<file path="config.mk">
export PLATFORM = sky130hd
export DESIGN_NAME = apb_timer_slave
export DESIGN_NICKNAME = d
export VERILOG_FILES = /design/src/rtl/apb_timer_pkg.sv /design/src/rtl/apb_slave_fsm.sv /design/src/rtl/apb_timer_slave.sv
export SDC_FILE = /design/constraint.sdc
export NUM_CORES = 1
export LEC_CHECK = 0
export BUFFER_PORTS_ARGS = -buffer_cell sky130_fd_sc_hd__buf_2
export CAP_MARGIN = 20
export CORE_UTILIZATION = 25
export CTS_CLUSTER_DIAMETER = 150
export CTS_CLUSTER_SIZE = 40
export DETAILED_ROUTE_END_ITERATION = 8
export MAX_ROUTING_LAYER = met4
export PLACE_DENSITY = 0.52
export SLEW_MARGIN = 20
export SYNTH_ARGS = -nofsm -noshare
export SYNTH_HDL_FRONTEND = slang
export SYNTH_SLANG_ARGS = --single-unit
</file>
<file path="constraint.sdc">
create_clock -name i_clk -period 10.9 [get_ports i_clk]
set_clock_uncertainty 0.15 [all_clocks]
set_input_delay 3.27 -clock i_clk [delete_from_list [all_inputs] [get_ports i_clk]]
set_output_delay 3.27 -clock i_clk [all_outputs]
set_load 0.01 [all_outputs]
</file>
<file path="src/rtl/apb_timer_pkg.sv">
// Shared types and register map for the APB timer/compare peripheral.
// Offsets are word indices (byte offset >> 2) matching paddr[4:2].
package apb_timer_pkg;

  typedef enum logic [1:0] {
    IDLE   = 2'd0,
    SETUP  = 2'd1,
    ACCESS = 2'd2
  } apb_state_e;

  localparam logic [2:0] OFS_CTRL     = 3'd0;
  localparam logic [2:0] OFS_PRESCALE = 3'd1;
  localparam logic [2:0] OFS_COUNT    = 3'd2;
  localparam logic [2:0] OFS_COMPARE  = 3'd3;
  localparam logic [2:0] OFS_STATUS   = 3'd4;

  localparam int CTRL_EN          = 0;
  localparam int CTRL_AUTO_RELOAD = 1;
  localparam int CTRL_IRQ_EN      = 2;

  function automatic logic is_mapped(input logic [2:0] ofs);
    return ofs <= OFS_STATUS;
  endfunction

endpackage

</file>
<file path="src/rtl/apb_slave_fsm.sv">
// Generic APB completer handshake: IDLE/SETUP/ACCESS with WAIT_STATES access
// cycles before PREADY; emits one-cycle read/write strobes on completion.
module apb_slave_fsm
  import apb_timer_pkg::*;
#(
  parameter int WAIT_STATES = 1
) (
  input  logic i_clk,
  input  logic i_reset,
  input  logic i_psel,
  input  logic i_penable,
  input  logic i_pwrite,
  output logic o_pready,
  output logic o_wr_strobe,
  output logic o_rd_strobe
);

  localparam logic [2:0] WS_INIT = 3'(WAIT_STATES);

  apb_state_e state_q, state_d;
  logic [2:0] ws_cnt_q, ws_cnt_d;

  // NOTE: defaults are assigned first so every path drives state_d/ws_cnt_d
  // and no latch is inferred.
  always_comb begin
    state_d  = state_q;
    ws_cnt_d = ws_cnt_q;
    case (state_q)
      IDLE: begin
        if (i_psel && !i_penable) begin
          state_d  = SETUP;
          ws_cnt_d = WS_INIT;
        end
      end
      SETUP: begin
        if (!i_psel)        state_d = IDLE;
        else if (i_penable) state_d = ACCESS;
      end
      ACCESS: begin
        if (!i_psel) begin
          state_d = IDLE;
        end else if (!i_penable) begin
          // Master opened a new setup phase: restart the handshake.
          state_d  = SETUP;
          ws_cnt_d = WS_INIT;
        end else if (ws_cnt_q != 3'd0) begin
          ws_cnt_d = ws_cnt_q - 3'd1;
        end else begin
          state_d = IDLE;
        end
      end
      default: state_d = IDLE;
    endcase
  end

  // NOTE: sequential state uses non-blocking assignments only, so every
  // register samples the pre-edge values regardless of statement order.
  always_ff @(posedge i_clk or posedge i_reset) begin
    if (i_reset) begin
      state_q  <= IDLE;
      ws_cnt_q <= 3'd0;
    end else begin
      state_q  <= state_d;
      ws_cnt_q <= ws_cnt_d;
    end
  end

  assign o_pready    = (state_q == ACCESS) && i_psel && i_penable && (ws_cnt_q == 3'd0);
  assign o_wr_strobe = o_pready && i_pwrite;
  assign o_rd_strobe = o_pready && !i_pwrite;

endmodule

</file>
<file path="src/rtl/apb_timer_slave.sv">
// APB timer/compare peripheral: CTRL, PRESCALE, COUNT, COMPARE, STATUS(W1C).
// Define APB_TIMER_SLVERR_EN to add o_pslverr for unmapped/illegal accesses.
module apb_timer_slave
  import apb_timer_pkg::*;
#(
  parameter int WAIT_STATES = 1,
  parameter int PRESCALE_W  = 16
) (
  input  logic        i_clk,
  input  logic        i_reset,
  input  logic [31:0] i_paddr,
  input  logic        i_pwrite,
  input  logic        i_psel,
  input  logic        i_penable,
  input  logic [31:0] i_pwdata,
  output logic [31:0] o_prdata,
  output logic        o_pready,
  output logic        o_irq
`ifdef APB_TIMER_SLVERR_EN
  ,
  output logic        o_pslverr
`endif
);

  logic [2:0] ofs;
  logic       wr_strobe, rd_strobe;
  logic       access_err, wr_en;
  logic       unused_addr;

  assign ofs         = i_paddr[4:2];
  assign unused_addr = ^{i_paddr[31:5], i_paddr[1:0]};

  apb_slave_fsm #(
    .WAIT_STATES(WAIT_STATES)
  ) u_fsm (
    .i_clk      (i_clk),
    .i_reset    (i_reset),
    .i_psel     (i_psel),
    .i_penable  (i_penable),
    .i_pwrite   (i_pwrite),
    .o_pready   (o_pready),
    .o_wr_strobe(wr_strobe),
    .o_rd_strobe(rd_strobe)
  );

`ifdef APB_TIMER_SLVERR_EN
  // An erroring write is dropped whole, including a W1C of STATUS[0].
  assign access_err = !is_mapped(ofs) ||
                      (i_pwrite && (ofs == OFS_STATUS) && (i_pwdata[31:1] != 31'd0));
  assign o_pslverr  = o_pready && access_err;
`else
  assign access_err = 1'b0;
`endif

  assign wr_en = wr_strobe && !access_err;

  logic wr_ctrl, wr_prescale, wr_count, wr_compare, wr_status;
  assign wr_ctrl     = wr_en && (ofs == OFS_CTRL);
  assign wr_prescale = wr_en && (ofs == OFS_PRESCALE);
  assign wr_count    = wr_en && (ofs == OFS_COUNT);
  assign wr_compare  = wr_en && (ofs == OFS_COMPARE);
  assign wr_status   = wr_en && (ofs == OFS_STATUS);

  logic [2:0]            ctrl_q, ctrl_d;
  logic [PRESCALE_W-1:0] prescale_q, prescale_d;
  logic [PRESCALE_W-1:0] pre_cnt_q, pre_cnt_d;
  logic [31:0]           count_q, count_d;
  logic [31:0]           compare_q, compare_d;
  logic                  match_q, match_d;
  logic                  tick, hit;

  assign tick = ctrl_q[CTRL_EN] && (pre_cnt_q == prescale_q);
  assign hit  = tick && (count_q == compare_q);

  always_comb begin
    ctrl_d     = ctrl_q;
    prescale_d = prescale_q;
    pre_cnt_d  = pre_cnt_q;
    count_d    = count_q;
    compare_d  = compare_q;
    match_d    = match_q;

    if (ctrl_q[CTRL_EN]) pre_cnt_d = tick ? '0 : pre_cnt_q + 1'b1;
    if (tick) count_d = (hit && ctrl_q[CTRL_AUTO_RELOAD]) ? 32'd0 : count_q + 32'd1;

    if (wr_ctrl)    ctrl_d    = i_pwdata[2:0];
    if (wr_compare) compare_d = i_pwdata;
    if (wr_count)   count_d   = i_pwdata;
    if (wr_prescale) begin
      prescale_d = i_pwdata[PRESCALE_W-1:0];
      pre_cnt_d  = '0;
    end

    // A match being set this cycle overrides a simultaneous clear.
    if (wr_status && i_pwdata[0]) match_d = 1'b0;
    if (hit)                      match_d = 1'b1;
  end

  always_ff @(posedge i_clk or posedge i_reset) begin
    if (i_reset) begin
      ctrl_q     <= '0;
      prescale_q <= '0;
      pre_cnt_q  <= '0;
      count_q    <= '0;
      compare_q  <= '0;
      match_q    <= 1'b0;
    end else begin
      ctrl_q     <= ctrl_d;
      prescale_q <= prescale_d;
      pre_cnt_q  <= pre_cnt_d;
      count_q    <= count_d;
      compare_q  <= compare_d;
      match_q    <= match_d;
    end
  end

  logic [31:0] rdata;
  always_comb begin
    rdata = 32'd0;
    case (ofs)
      OFS_CTRL:     rdata = {29'd0, ctrl_q};
      OFS_PRESCALE: rdata = 32'(prescale_q);
      OFS_COUNT:    rdata = count_q;
      OFS_COMPARE:  rdata = compare_q;
      OFS_STATUS:   rdata = {31'd0, match_q};
      default:      rdata = 32'd0;
    endcase
  end

  assign o_prdata = rd_strobe ? rdata : 32'd0;
  assign o_irq    = match_q && ctrl_q[CTRL_IRQ_EN];

endmodule

</file>
; After elaboration in Yosys (flattened, before gate mapping)
; Cells that the tools add are included.
[classes]
n_reduce_logical = 28
n_mux = 22
addsub = 3
n_eq_ne = 13
[op_table]
columns = operator, n
row1 = $pmux W32 S5, 1
row2 = $mux W32, 4
row3 = $mux W16, 3
row4 = $add A32 B1 Y32 const B, 1
row5 = $eq A32 B32 Y1, 1
row6 = $add A16 B1 Y16 const B, 1
row7 = $eq A16 B16 Y1, 1
row8 = $logic_and A1 B1 Y1, 16
row9 = $mux W2, 6
row10 = $mux W3, 4
row11 = $reduce_bool A2 Y1, 4
row12 = $eq A3 B2 Y1 const B, 2
row13 = $logic_not A3 Y1, 2
row14 = $pmux W2 S3, 1
row15 = $pmux W3 S2, 1
row16 = $ne A4 B4 Y1 const B, 1
row17 = $reduce_and A4 Y1, 1
row18 = $eq A3 B1 Y1 const B, 1
row19 = $eq A3 B3 Y1 const B, 1
row20 = $ne A3 B2 Y1 const B, 1
row21 = $ne A3 B3 Y1 const B, 1
row22 = $reduce_and A3 Y1, 1
row23 = $reduce_bool A3 Y1, 1
row24 = $sub A3 B1 Y3 const B, 1
row25 = other kinds (7), 9
[totals]
output_inout_bits = 34
reg_bits = 105

; Logic depth before layout (Yosys ltp)
; Gate-level depths: netlist of run 1.
[logic_depth]
word_depth = 9
ltp_mapped = 10
ltp_nobuf = 8

; By module
; A second synthesis of run 1 with hierarchy kept.
[hier_totals]
cells_unflattened = 713
area_unflattened_um2 = 6638.9
[by_module_without_submodules]
columns = mod, cells_each, area_per_inst_um2, n_inst, seq_area_each_um2
row1 = apb_timer_slave, 675, 6292.3, 1, 2502.4
row2 = apb_slave_fsm, 38, 346.6, 1, 125.1

; Worst setup path before layout of run 1
; OpenSTA, ideal clock, no wires.
[synth_path]
path_kind = input-to-output
from = input i_paddr[3]
to = output o_prdata[10]
path_stages = 5
arrival_ns = 4.534
n_path_buf = 2
setup_slack_ns = 2.946
t_required_ns = 7.480
cell_sequence = buf_1 -> clkbuf_1 -> mux2_2 -> a22oi_1 -> nor2_1
[synth_via]
elab_chain_cells = 3
word_cells_on_any_way = 7
[synth_rtl]
columns = item, line_no
row1 = from (decl), apb_timer_slave.sv:11  ; input logic [31:0] i_paddr,
row2 = "$eq A3 B3 Y1, or another cell as far along", apb_timer_slave.sv:120  ; case (ofs)
row3 = $pmux W32 S5 (*), apb_timer_slave.sv:120
row4 = $mux W32 (*), apb_timer_slave.sv:130  ; assign o_prdata = rd_strobe ? rdata : 32'd0;
row5 = to (decl), apb_timer_slave.sv:16  ; output logic [31:0] o_prdata,
; Every way passes the cells marked *; elsewhere a longest branch is shown, timed or not.

; Worst setup path in the final report of run 1
[layout_path]
from = input i_paddr[2]
to = output o_prdata[22]
; Same word-level chain as after synthesis.

==> Flow_metrics.wiki, run 1 <==
{| class="wikitable"
! Metric !! Value
|-
| Result of the run || finished clean
|-
| Net Count, Synth || between 700 and 800
|-
| Count of input and output buffers || 73
|-
| Longest individual stage delay on the worst path || 0.63 ns
|-
| Layout Area Growth over Synthesis || 14.5%
|-
| CTS clock-pin slew for the worst setup and hold paths || approximately 0.070 ns
|-
| CP top delay family || buffers and inverters
|-
| Average routed wire per standard cell || just under 20 microns
|-
| Routed WL || 21.0 mm
|-
| TritonCTS clock tree || built
|-
| Library cell with the largest summed area after synthesis || sky130_fd_sc_hd__dfrtp_1
|-
| Sum Neg Setup Slack || 0 ns
|-
| Total count of max-transition violations in the final report || 0
|-
| Height of the chip || about 160 microns
|-
| Number of vias per cell after detailed routing || roughly 5.3
|-
| Sum of overflow across all layers after global routing || 0
|-
| Antenna diode count || 0
|-
| Critical-path maximum fanout || 23
|-
| H-tree depth reported by CTS || 3
|-
| Detailed-placement wirelength estimate || 15.0 mm
|-
| Top FF cell, synth || sky130_fd_sc_hd__dfrtp_1
|-
| Buffering stage count on the worst path with inverters included || 4
|-
| Global-route total usage across every layer || around 16%
|-
| Sequential-to-total area share from yosys stat || 39.8%
|-
| Setup-failing EPs final || 0
|-
| Initial DRC Count || between 400 and 500
|-
| Area of the die || 27000 sq um
|-
| Number of global-route vias before repair || ~5.4k
|-
| Number of synthesized register bits || 105
|-
| Clock latency on the worst-skew pair || 0.36 ns
|-
| Post-synthesis async set-or-reset flop share || between 90% and 100%
|-
| # clock sinks || roughly 110
|-
| Count of cell types in the netlist || 51
|-
| DRC violations left || 0
|-
| Sequential Area || roughly 2600 sq um
|-
| Layout cells sized above 1 || a little under a quarter
|-
| Leakage component of the power || ~0.0032 uW
|-
| Clock buffers created by TritonCTS || 9
|-
| Kind of end point of the critical path || primary output
|-
| Pin count of the biggest net entering global routing || 77
|-
| Cell area power density || approximately 110 nW/um^2
|-
| Critical path class || primary input to primary output
|-
| Final hold viol count || 0
|-
| Area share of the largest cell type after synthesis || 39.8%
|-
| Synth Instances || 714
|-
| Number of gates resized after CTS || 0
|-
| Clock root buffer master || sky130_fd_sc_hd__clkbuf_16
|-
| Net count, final || a little over 800
|-
| Max Root-Sink Buffers || 2
|-
| Worst voltage drop across the vdd grid || 0.0730 mV
|-
| Number of vias in the routed layout || 5723
|-
| Transition time of the tightest slew-check pin || between 1 and 1.5 ns
|-
| Arr. time, crit path || 5.31 ns
|-
| Crit path launch type || primary input
|-
| Fin crit share || between 80% and 90%
|-
| Final min period || ~8.7 ns
|-
| Path category of the worst min-delay check || flop to flop
|-
| Total of hold buffers inserted after clock tree synthesis || 0
|-
| Unrepaired setup endpoints after global routing || no
|-
| Critical Path Slowest Stage Cell || sky130_fd_sc_hd__nor2b_1
|-
| Multi-input gate area in the final layout || 3730 sq um
|-
| Detailed Routing Iterations Pass 1 || 5
|-
| Leading post-synthesis cells by cell area || sky130_fd_sc_hd__dfrtp_1, sky130_fd_sc_hd__mux2_2, sky130_fd_sc_hd__xnor2_1, sky130_fd_sc_hd__nor2_1, sky130_fd_sc_hd__a22oi_1
|-
| Core Util, Final || between 20% and 30%
|-
| Num ports || ~100
|-
| Max-cap viol count || 0
|-
| First-pass GRT wire length || around 32 mm
|-
| Cell-by-cell trace of the critical path || buf_2 -> nor2b_1 -> buf_4 -> nor2b_1 -> buf_4 -> a22oi_1 -> nor2_1 -> buf_2
|-
| Yosys warning total || 0
|-
| Synth Area per Inst || ~9.2 sq um
|-
| Core outline area || 26000 sq um
|-
| Effective utilization at floorplan || 25.4%
|-
| Count of fill cells added during filler insertion || between 2k and 3k
|-
| Die extent in x || ~160 microns
|-
| Max transition margin || roughly a third
|-
| # Post-CTS Setup Buffers || 0
|-
| Antenna violations before repair || 0
|-
| Standard-cell row count || slightly below 60
|-
| Top achievable clock speed || between 100 and 150 MHz
|-
| Register-to-Register Setup Slack || about 7.4 ns
|-
| Required time of the worst setup path || around 7.5 ns
|-
| Worst hold slack across all endpoints || approximately 0.34 ns
|-
| Commonest non-fill, non-tap cell in the layout || sky130_fd_sc_hd__dfrtp_1
|-
| EDFF count, synth || 0
|-
| Post-synthesis cell area || between 6000 and 7000 sq um
|-
| Post-route ant nets || 0
|-
| Sum of internal, switching and leakage power || about 840 uW
|-
| Placer's final routability congestion estimate || 0.886
|-
| Most used cells in the layout excluding fill and tap cells || sky130_fd_sc_hd__dfrtp_1, sky130_fd_sc_hd__nor2_1, sky130_fd_sc_hd__buf_2
|}
-- logic make-up (layout without fill, tap and decap cells) --
family / after synthesis / count (layout) / synth area share, %
fa+ha+maj: 4 / 4 / 0.758
mux: 68 / 68 / 11.5
flops: 105 / 105 / 39.8
simple gates: 276 / 276 / 21.9
compound gates: 137 / 137 / 13.9
xor+xnor: 62 / 62 / 8.23
buf+inv: 62 / 103 / 3.83
-- flip-flops by register name, summed over array words and instances, names as in the netlist --
signal          count
prescale_q         16
u_fsm.ws_cnt_q      3
pre_cnt_q          16
match_q             1
u_fsm.state_q       2
ctrl_q              3
compare_q          32
count_q            32
-- power breakdown --
group / switching (uW) / internal, uW
Clock: 158 / 204
Combinational: 46.2 / 27.6
Sequential: 10.5 / 397
-- final timing paths --
path	from	end	depth (start not counted)
setup / recovery	i_paddr[2]	o_prdata[22]	8
hold / removal	u_fsm.ws_cnt_q[1]$_DFFE_PP0P_	u_fsm.ws_cnt_q[1]$_DFFE_PP0P_	2
setup reg to reg	count_q[4]$_DFFE_PP0P_	count_q[30]$_DFFE_PP0P_	7
hold reg to reg	u_fsm.ws_cnt_q[1]$_DFFE_PP0P_	u_fsm.ws_cnt_q[1]$_DFFE_PP0P_	2
max in group asynchronous	i_reset	count_q[11]$_DFFE_PP0P_	3
min in group asynchronous	i_reset	match_q$_DFFE_PP0P_	2
-- per-layer routing --
metal | vias up | GRT usage [%] | wire (microns)
met1 | 2859 | 22.8 | 10400
met3 | 22 | 3.21 | 1160
met5 | - | - | 0
met4 | 0 | 4.09 | 286
li1 | 2691 | - | -
met2 | 151 | 24.0 | 9130
-- worst register-to-register path: cells and delay by family (launching register included) --
family | cells | cell delay [ns]
AO/OA/AOI/OAI | 2 | 0.44
AND/OR/NAND/NOR | 3 | 1.51
flip-flops | 1 | 0.52
buffers and inverters | 1 | 0.47
XOR/XNOR | 1 | 0.32
-- synth_stat cells, drive strengths merged, types with 19 or more instances --
master	count
a21oi	29
a22oi	33
buf	20
clkbuf	36
dfrtp	105
mux2	65
nand2	53
nand3	25
nand4	21
nor2	79
nor3	19
o21ai	28
xnor2	45
-- final cells by class --
cell class	instances	share of cell area, %
tap	335	5.55
multi-input combinational	547	49.3
inverter	6	0.331
timing repair buffer	81	5.68
clock buffer	9	2.98
sequential	105	34.8
clock inverter	7	1.36
-- metrics by stage --
stage | instance area, sq um | cells | setup slack [ns]
after floorplan | 6600 | 714 | 2.95
after global placement | 7220 | 1074 | 2.23
after detailed placement | 7220 | 1074 | 2.20
after CTS | 7550 | 1090 | 2.19
after global routing | 7550 | 1090 | 2.04
final | 7550 | 1090 | 2.17
Power figures use the tool's default switching activity.
==> inputs of run 2 (changes only) <==
--- a/config.mk
+++ b/config.mk
@@ -12,7 +12,7 @@
 export CTS_CLUSTER_SIZE = 40
 export DETAILED_ROUTE_END_ITERATION = 8
 export MAX_ROUTING_LAYER = met4
-export PLACE_DENSITY = 0.52
+export PLACE_DENSITY = 0.53
 export SLEW_MARGIN = 20
 export SYNTH_ARGS = -nofsm -noshare
 export SYNTH_HDL_FRONTEND = slang
==> constraint.sdc (replaced) <==
create_clock -name i_clk -period 7.1 [get_ports i_clk]
set_clock_uncertainty 0.15 [all_clocks]
set_input_delay 2.13 -clock i_clk [delete_from_list [all_inputs] [get_ports i_clk]]
set_output_delay 2.13 -clock i_clk [all_outputs]
set_load 0.01 [all_outputs]
==> run 2 against run 1 <==
  * Combinational power rose by 54%
  * Sequential cell count unchanged
  * Sequential power is 53% higher
  * Global-route usage increased by 0.16 points
  * Die area stayed put
  * Design area decreased by 0.76%
  * Critical path depth stayed put
  * Critical endpoint is now o_prdata[3]
  * Sequential share of layout area increased by 0.27 points
  * Non-clock buffer count unchanged
  * First-iteration DRC count rose by 2.2%
  * Register-to-register slack got worse by 4.0 ns
  * Power rose by 45%
==> Flow_metrics.wiki, run 2 (synthesis results as in run 1) <==
{| class="wikitable"
! Metric !! Value
|-
| Standard-cell row count || 59 (unchanged)
|-
| Clock root buffer master || sky130_fd_sc_hd__clkbuf_16 (unchanged)
|-
| Die extent in x || 164 microns (unchanged)
|-
| Clock latency on the worst-skew pair || 0.36 ns (about the same)
|-
| Most used cells in the layout excluding fill and tap cells || sky130_fd_sc_hd__dfrtp_1, sky130_fd_sc_hd__nor2_1, sky130_fd_sc_hd__buf_2 (unchanged)
|-
| Total count of max-transition violations in the final report || 0 (unchanged)
|-
| Count of fill cells added during filler insertion || 2806 (was 2729)
|-
| Critical path class || primary input to primary output (unchanged)
|-
| Fin crit share || 86.7%
|-
| Longest individual stage delay on the worst path || 0.44 ns (was 0.63 ns)
|-
| Number of global-route vias before repair || 5558 (was 5406)
|-
| Average routed wire per standard cell || 19.1 microns (was 19.2 microns)
|-
| Post-route ant nets || 0 (unchanged)
|-
| First-pass GRT wire length || 32.8 mm (was 32.5 mm)
|-
| Critical-path maximum fanout || 20 (was 23)
|-
| Max transition margin || 33.2% (was 31.7%)
|-
| Effective utilization at floorplan || 25.4% (unchanged)
|-
| Final hold viol count || 0 (unchanged)
|-
| Area of the die || 27000 sq um (unchanged)
|-
| Met1 Usage GRT || 23.3% (was 22.8%)
|-
| Critical Path Slowest Stage Cell || sky130_fd_sc_hd__or2_2 (was sky130_fd_sc_hd__nor2b_1)
|-
| M2 GR Usage || 24.0% (about the same)
|-
| Routed WL || 20.8 mm (was 21.0 mm)
|-
| Global-route total usage across every layer || 16.5% (was 16.3%)
|-
| Cell area power density || 163 nW/um^2 (was 112 nW/um^2)
|-
| Placer's final routability congestion estimate || 0.898 (was 0.886)
|-
| Final min period || between 6 and 7 ns
|-
| H-tree depth reported by CTS || 3 (unchanged)
|-
| Layout Area Growth over Synthesis || 13.6% (was 14.5%)
|-
| # clock sinks || 105 (unchanged)
|-
| Setup-failing EPs final || 0 (unchanged)
|-
| Result of the run || finished clean (unchanged)
|-
| Num ports || 103 (unchanged)
|-
| DRC violations left || 0 (unchanged)
|-
| Met3 track demand over resource in global routing || 3.29% (was 3.21%)
|-
| Sum of internal, switching and leakage power || 1230 uW (was 844 uW)
|-
| Unrepaired setup endpoints after global routing || no (unchanged)
|-
| CTS clock-pin slew for the worst setup and hold paths || 0.07 ns (about the same)
|-
| Number of vias in the routed layout || 5672 (was 5723)
|-
| Crit path launch type || primary input (unchanged)
|-
| Height of the chip || 164 microns (unchanged)
|-
| Initial DRC Count || 411 (was 402)
|-
| Number of vias per cell after detailed routing || 5.20 (was 5.25)
|-
| TritonCTS clock tree || built (unchanged)
|-
| Core Util, Final || 28.9% (was 29.1%)
|-
| Sum of overflow across all layers after global routing || 0 (unchanged)
|-
| Commonest non-fill, non-tap cell in the layout || sky130_fd_sc_hd__dfrtp_1 (unchanged)
|-
| Worst voltage drop across the vdd grid || 0.101 mV (was 0.0730 mV)
|-
| R2r worst-path depth || 7 (unchanged)
|-
| Detailed Routing Iterations Pass 1 || 5 (unchanged)
|-
| Register-to-Register Setup Slack || 3.41 ns (was 7.37 ns)
|-
| Net count, final || 823 (unchanged)
|-
| Core outline area || 26000 sq um (unchanged)
|-
| Cell-by-cell trace of the critical path || buf_2 -> nand4b_1 -> nor2_1 -> nand3_1 -> buf_4 -> or2_2 -> nor2_1 -> buf_2 (was buf_2 -> nor2b_1 -> buf_4 -> nor2b_1 -> buf_4 -> a22oi_1 -> nor2_1 -> buf_2)
|-
| Leakage component of the power || 0.00313 uW (was 0.00316 uW)
|-
| Number of gates resized after CTS || 0 (unchanged)
|-
| Most Used Layer, Global Route || met2 (unchanged)
|-
| Clock buffers created by TritonCTS || 9 (unchanged)
|-
| Detailed-placement wirelength estimate || 14.9 mm (was 15.0 mm)
|-
| Antenna violations before repair || 0 (unchanged)
|-
| Pin count of the biggest net entering global routing || 64 (was 77)
|-
| # Post-CTS Setup Buffers || 0 (unchanged)
|-
| Sum Neg Setup Slack || 0 ns (unchanged)
|-
| Max Root-Sink Buffers || 2 (unchanged)
|-
| Cell count of the worst hold path || 1 (was 2)
|-
| Kind of end point of the critical path || primary output (unchanged)
|-
| Required time of the worst setup path || 4.82 ns (was 7.48 ns)
|-
| Largest registers || compare_q: 32 flops, count_q: 32 flops (unchanged)
|-
| Max-cap viol count || 0 (unchanged)
|-
| Path category of the worst min-delay check || flop to flop (unchanged)
|-
| Antenna diode count || 0 (unchanged)
|-
| Transition time of the tightest slew-check pin || 1.00 ns (was 1.02 ns)
|-
| Arr. time, crit path || 3.88 ns (was 5.31 ns)
|-
| Count of input and output buffers || 73 (unchanged)
|-
| Layout cells sized above 1 || 22.9% (was 23.0%)
|-
| Top achievable clock speed || approximately 160 MHz
|-
| Total of hold buffers inserted after clock tree synthesis || 0 (unchanged)
|}
[run 2: changes by cell type in the layout (fill, tap and decap cells not counted), sizes merged]
| cell | before | now |
|---|---|---|
| clkbuf | 9 | 11 |
| bufinv | 2 | 0 |
| clkinv | 2 | 4 |
| inv | 8 | 6 |
[run 2: layer usage]
layer  wire length, microns  share of wire [%]
met1                  10200                 49
met2                   9030                 43
met3                   1290                6.2
met4                    257                1.2
met5                      0                  0
[run 2: final timing paths]
path / startpoint / to
worst min register to register: u_fsm.ws_cnt_q[2]$_DFFE_PP0P_ / u_fsm.ws_cnt_q[2]$_DFFE_PP0P_
min in group asynchronous: i_reset / u_fsm.state_q[1]$_DFFE_PP0P_
max in group asynchronous: i_reset / prescale_q[9]$_DFFE_PP0P_
worst max-delay path: i_penable / o_prdata[3]
worst min-delay path: u_fsm.ws_cnt_q[2]$_DFFE_PP0P_ / u_fsm.ws_cnt_q[2]$_DFFE_PP0P_
worst max register to register: count_q[14]$_DFFE_PP0P_ / count_q[14]$_DFFE_PP0P_
[run 2: cell type report]
type / count / area (sq um) / area share [%]
well taps: 335 / 419 / 5.59
repair buffers: 81 / 425 / 5.67
multi-input cells: 547 / 3730 / 49.7
flip-flops and latches: 105 / 2630 / 35.0
clock inverters: 5 / 31.3 / 0.417
clock buffers: 11 / 243 / 3.24
inverters: 6 / 25.0 / 0.334
[run 2: metrics by stage]
| step | setup slack (ns) | hold WS (ns) | std cells | instance area, sq um |
|---|---|---|---|---|
| after floorplan | 1.43 | 0.292 | 714 | 6600 |
| after global placement | 0.959 | 0.324 | 1074 | 7220 |
| after detailed placement | 0.913 | 0.323 | 1074 | 7220 |
| after CTS | 0.910 | 0.335 | 1090 | 7500 |
| after global routing | 0.763 | 0.369 | 1090 | 7500 |
| final | 0.944 | 0.329 | 1090 | 7500 |
[run 2: worst max-delay path, delay by kind of cell]
family / cells / cell delay (ns)
simple gates: 5 / 1.23
buf+inv: 3 / 0.50
[run 2: power by group]
part / switching [uW] / internal, uW
Clock: 238 / 247
Combinational: 71.6 / 42.4
Sequential: 15.8 / 610
Total: 326 / 899
==> inputs of run 3 (changes only) <==
--- a/config.mk
+++ b/config.mk
@@ -12,7 +12,7 @@
 export CTS_CLUSTER_SIZE = 40
 export DETAILED_ROUTE_END_ITERATION = 8
 export MAX_ROUTING_LAYER = met4
-export PLACE_DENSITY = 0.53
+export PLACE_DENSITY_LB_ADDON = 0.08
 export SLEW_MARGIN = 20
 export SYNTH_ARGS = -nofsm -noshare
 export SYNTH_HDL_FRONTEND = slang
==> run 3 against run 2 <==
  * Core utilization is 0.20 points higher
  * Cell count is 0.18% higher
  * Non-clock buffer count is 2 higher
  * Critical path depth stayed put
  * Design area is 0.68% higher
  * Largest cell class unchanged
  * Largest power group unchanged
==> Flow_metrics.wiki, run 3 (synthesis results as in run 1) <==
{| class="wikitable"
! Metric !! Value
|-
| Fin crit share || 85.1% (was 86.7%)
|-
| Kind of end point of the critical path || primary output (unchanged)
|-
| Clock buffers created by TritonCTS || 9 (unchanged)
|-
| Max-cap viol count || 0 (unchanged)
|-
| Layout Area Growth over Synthesis || 14.4% (was 13.6%)
|-
| Number of vias in the routed layout || 5616 (was 5672)
|-
| Total of hold buffers inserted after clock tree synthesis || 0 (unchanged)
|-
| Sum of internal, switching and leakage power || 1290 uW (was 1230 uW)
|-
| Sum of overflow across all layers after global routing || 0 (unchanged)
|-
| Arr. time, crit path || 3.76 ns (was 3.88 ns)
|-
| Path category of the worst min-delay check || flop to flop (unchanged)
|-
| Worst voltage drop across the vdd grid || 0.101 mV (about the same)
|-
| Standard-cell row count || 59 (unchanged)
|-
| Sum Neg Setup Slack || 0 ns (unchanged)
|-
| Largest registers || compare_q: 32 flops, count_q: 32 flops (unchanged)
|-
| CTS clock-pin slew for the worst setup and hold paths || 0.08 ns (was 0.07 ns)
|-
| Core outline area || 26000 sq um (unchanged)
|-
| Height of the chip || 164 microns (unchanged)
|-
| Antenna diode count || 0 (unchanged)
|-
| Unrepaired setup endpoints after global routing || no (unchanged)
|-
| Layout cells sized above 1 || 23.2% (was 22.9%)
|-
| Final min period || 6.04 ns (was 6.16 ns)
|-
| Critical R2R Launch || count_q[7]$_DFFE_PP0P_ (was count_q[14]$_DFFE_PP0P_)
|-
| Leakage component of the power || 0.00316 uW (was 0.00313 uW)
|-
| R2r worst-path depth || 7 (unchanged)
|-
| Average routed wire per standard cell || 20.7 microns (was 19.1 microns)
|-
| Critical-path maximum fanout || 23 (was 20)
|-
| Max transition margin || 36.0% (was 33.2%)
|-
| # placed instances || 1076 (was 1074)
|-
| # clock sinks || 105 (unchanged)
|-
| Top achievable clock speed || 166 MHz (was 162 MHz)
|-
| Net count, final || 825 (was 823)
|-
| Number of cells in the finished layout apart from fillers || 1092 (was 1090)
|-
| Global-route total usage across every layer || 18.0% (was 16.5%)
|-
| Post-route ant nets || 0 (unchanged)
|-
| H-tree depth reported by CTS || 3 (unchanged)
|-
| Number of vias per cell after detailed routing || 5.14 (was 5.20)
|-
| Cell area power density || 171 nW/um^2 (was 163 nW/um^2)
|-
| Commonest non-fill, non-tap cell in the layout || sky130_fd_sc_hd__dfrtp_1 (unchanged)
|-
| Antenna violations before repair || 0 (unchanged)
|-
| Worst hold path startpoint || u_fsm.ws_cnt_q[1]$_DFFE_PP0P_ (was u_fsm.ws_cnt_q[2]$_DFFE_PP0P_)
|-
| Reg2reg end || count_q[14]$_DFFE_PP0P_ (unchanged)
|-
| Register-to-Register Setup Slack || 3.80 ns (was 3.41 ns)
|-
| Effective utilization at floorplan || 25.4% (unchanged)
|-
| Number of gates resized after CTS || 0 (unchanged)
|-
| Required time of the worst setup path || 4.82 ns (about the same)
|-
| Clock latency on the worst-skew pair || 0.36 ns (about the same)
|-
| Pin count of the biggest net entering global routing || 56 (was 64)
|-
| Detailed Routing Iterations Pass 1 || 6 (was 5)
|-
| Worst hold endpoint || u_fsm.ws_cnt_q[1]$_DFFE_PP0P_ (was u_fsm.ws_cnt_q[2]$_DFFE_PP0P_)
|-
| Max Root-Sink Buffers || 2 (unchanged)
|-
| Most used cells in the layout excluding fill and tap cells || sky130_fd_sc_hd__dfrtp_1, sky130_fd_sc_hd__nor2_1, sky130_fd_sc_hd__buf_2 (unchanged)
|-
| Setup-failing EPs final || 0 (unchanged)
|-
| Cell count of the worst hold path || 2 (was 1)
|-
| Detailed-placement wirelength estimate || 16.3 mm (was 14.9 mm)
|-
| DRC violations left || 0 (unchanged)
|-
| First-pass GRT wire length || 35.3 mm (was 32.8 mm)
|-
| Count of input and output buffers || 73 (unchanged)
|-
| # Post-CTS Setup Buffers || 0 (unchanged)
|-
| Total count of max-transition violations in the final report || 0 (unchanged)
|-
| Final hold viol count || 0 (unchanged)
|-
| Crit path launch type || primary input (unchanged)
|-
| Result of the run || finished clean (unchanged)
|-
| Routed WL || 22.6 mm (was 20.8 mm)
|-
| Initial DRC Count || 434 (was 411)
|-
| Die extent in x || 164 microns (unchanged)
|-
| TritonCTS clock tree || built (unchanged)
|-
| Clock root buffer master || sky130_fd_sc_hd__clkbuf_16 (unchanged)
|-
| Critical path class || primary input to primary output (unchanged)
|-
| Placer's final routability congestion estimate || 0.811 (was 0.898)
|-
| Area of the die || 27000 sq um (unchanged)
|-
| Transition time of the tightest slew-check pin || 0.958 ns (was 1.00 ns)
|-
| Num ports || 103 (unchanged)
|-
| Number of global-route vias before repair || 5646 (was 5558)
|}
## run 3: cell type report
class                           count  area [sq um]
Fill cell                        2809         18400
Multi-Input combinational cell    547          3730
Sequential cell                   105          2630
Timing Repair Buffer               83           440
Tap cell                          335           419
Clock buffer                        9           225
Clock inverter                      7          85.1
Inverter                            6          25.0
## run 3: worst max-delay path, cell delays in order
cell	delay [ns]
sky130_fd_sc_hd__buf_2	0.40
sky130_fd_sc_hd__nor2b_1	0.10
sky130_fd_sc_hd__buf_4	0.22
sky130_fd_sc_hd__nor2b_1	0.15
sky130_fd_sc_hd__buf_4	0.21
sky130_fd_sc_hd__a22oi_1	0.32
sky130_fd_sc_hd__nor2_1	0.06
sky130_fd_sc_hd__buf_2	0.14
## run 3: worst max path at each step
stage	start	endpoint	slack, ns	cells after the start
floorplan	i_paddr[3]	o_prdata[10]	1.43	5
global placement	i_paddr[2]	o_prdata[16]	1.06	8
detailed placement	i_paddr[2]	o_prdata[16]	1.06	8
CTS	i_paddr[2]	o_prdata[16]	1.06	8
global route	i_paddr[2]	o_prdata[16]	0.93	8
finish	i_paddr[2]	o_prdata[16]	1.06	8
## run 3: report_power, final
part	internal, uW	leakage (uW)	switching (uW)
logic	42.5	0.00166	71.8
registers	610	0.00135	16.3
clock network	282	0.000146	266
## run 3: metal layers
metal | share of wire (%) | wire length, microns | track usage (%) | vias up
met2 | 45 | 10100 | 26.8 | 132
met3 | 4.2 | 939 | 2.21 | 19
met1 | 50 | 11200 | 25.5 | 2774
met4 | 1.6 | 356 | 4.63 | 0
met5 | 0 | 0 | - | -
li1 | - | - | - | 2691
## run 3: stage by stage
step / hold WS [ns] / util, % / cell area, sq um / setup slack, ns
6_report: 0.342 / 29.0 / 7550 / 1.06
3_3_place_gp: 0.313 / 27.9 / 7240 / 1.06
2_1_floorplan: 0.292 / - / 6600 / 1.43
5_1_grt: 0.372 / 29.0 / 7550 / 0.926
3_5_place_dp: 0.330 / 27.9 / 7240 / 1.06
4_1_cts: 0.349 / 29.0 / 7550 / 1.06
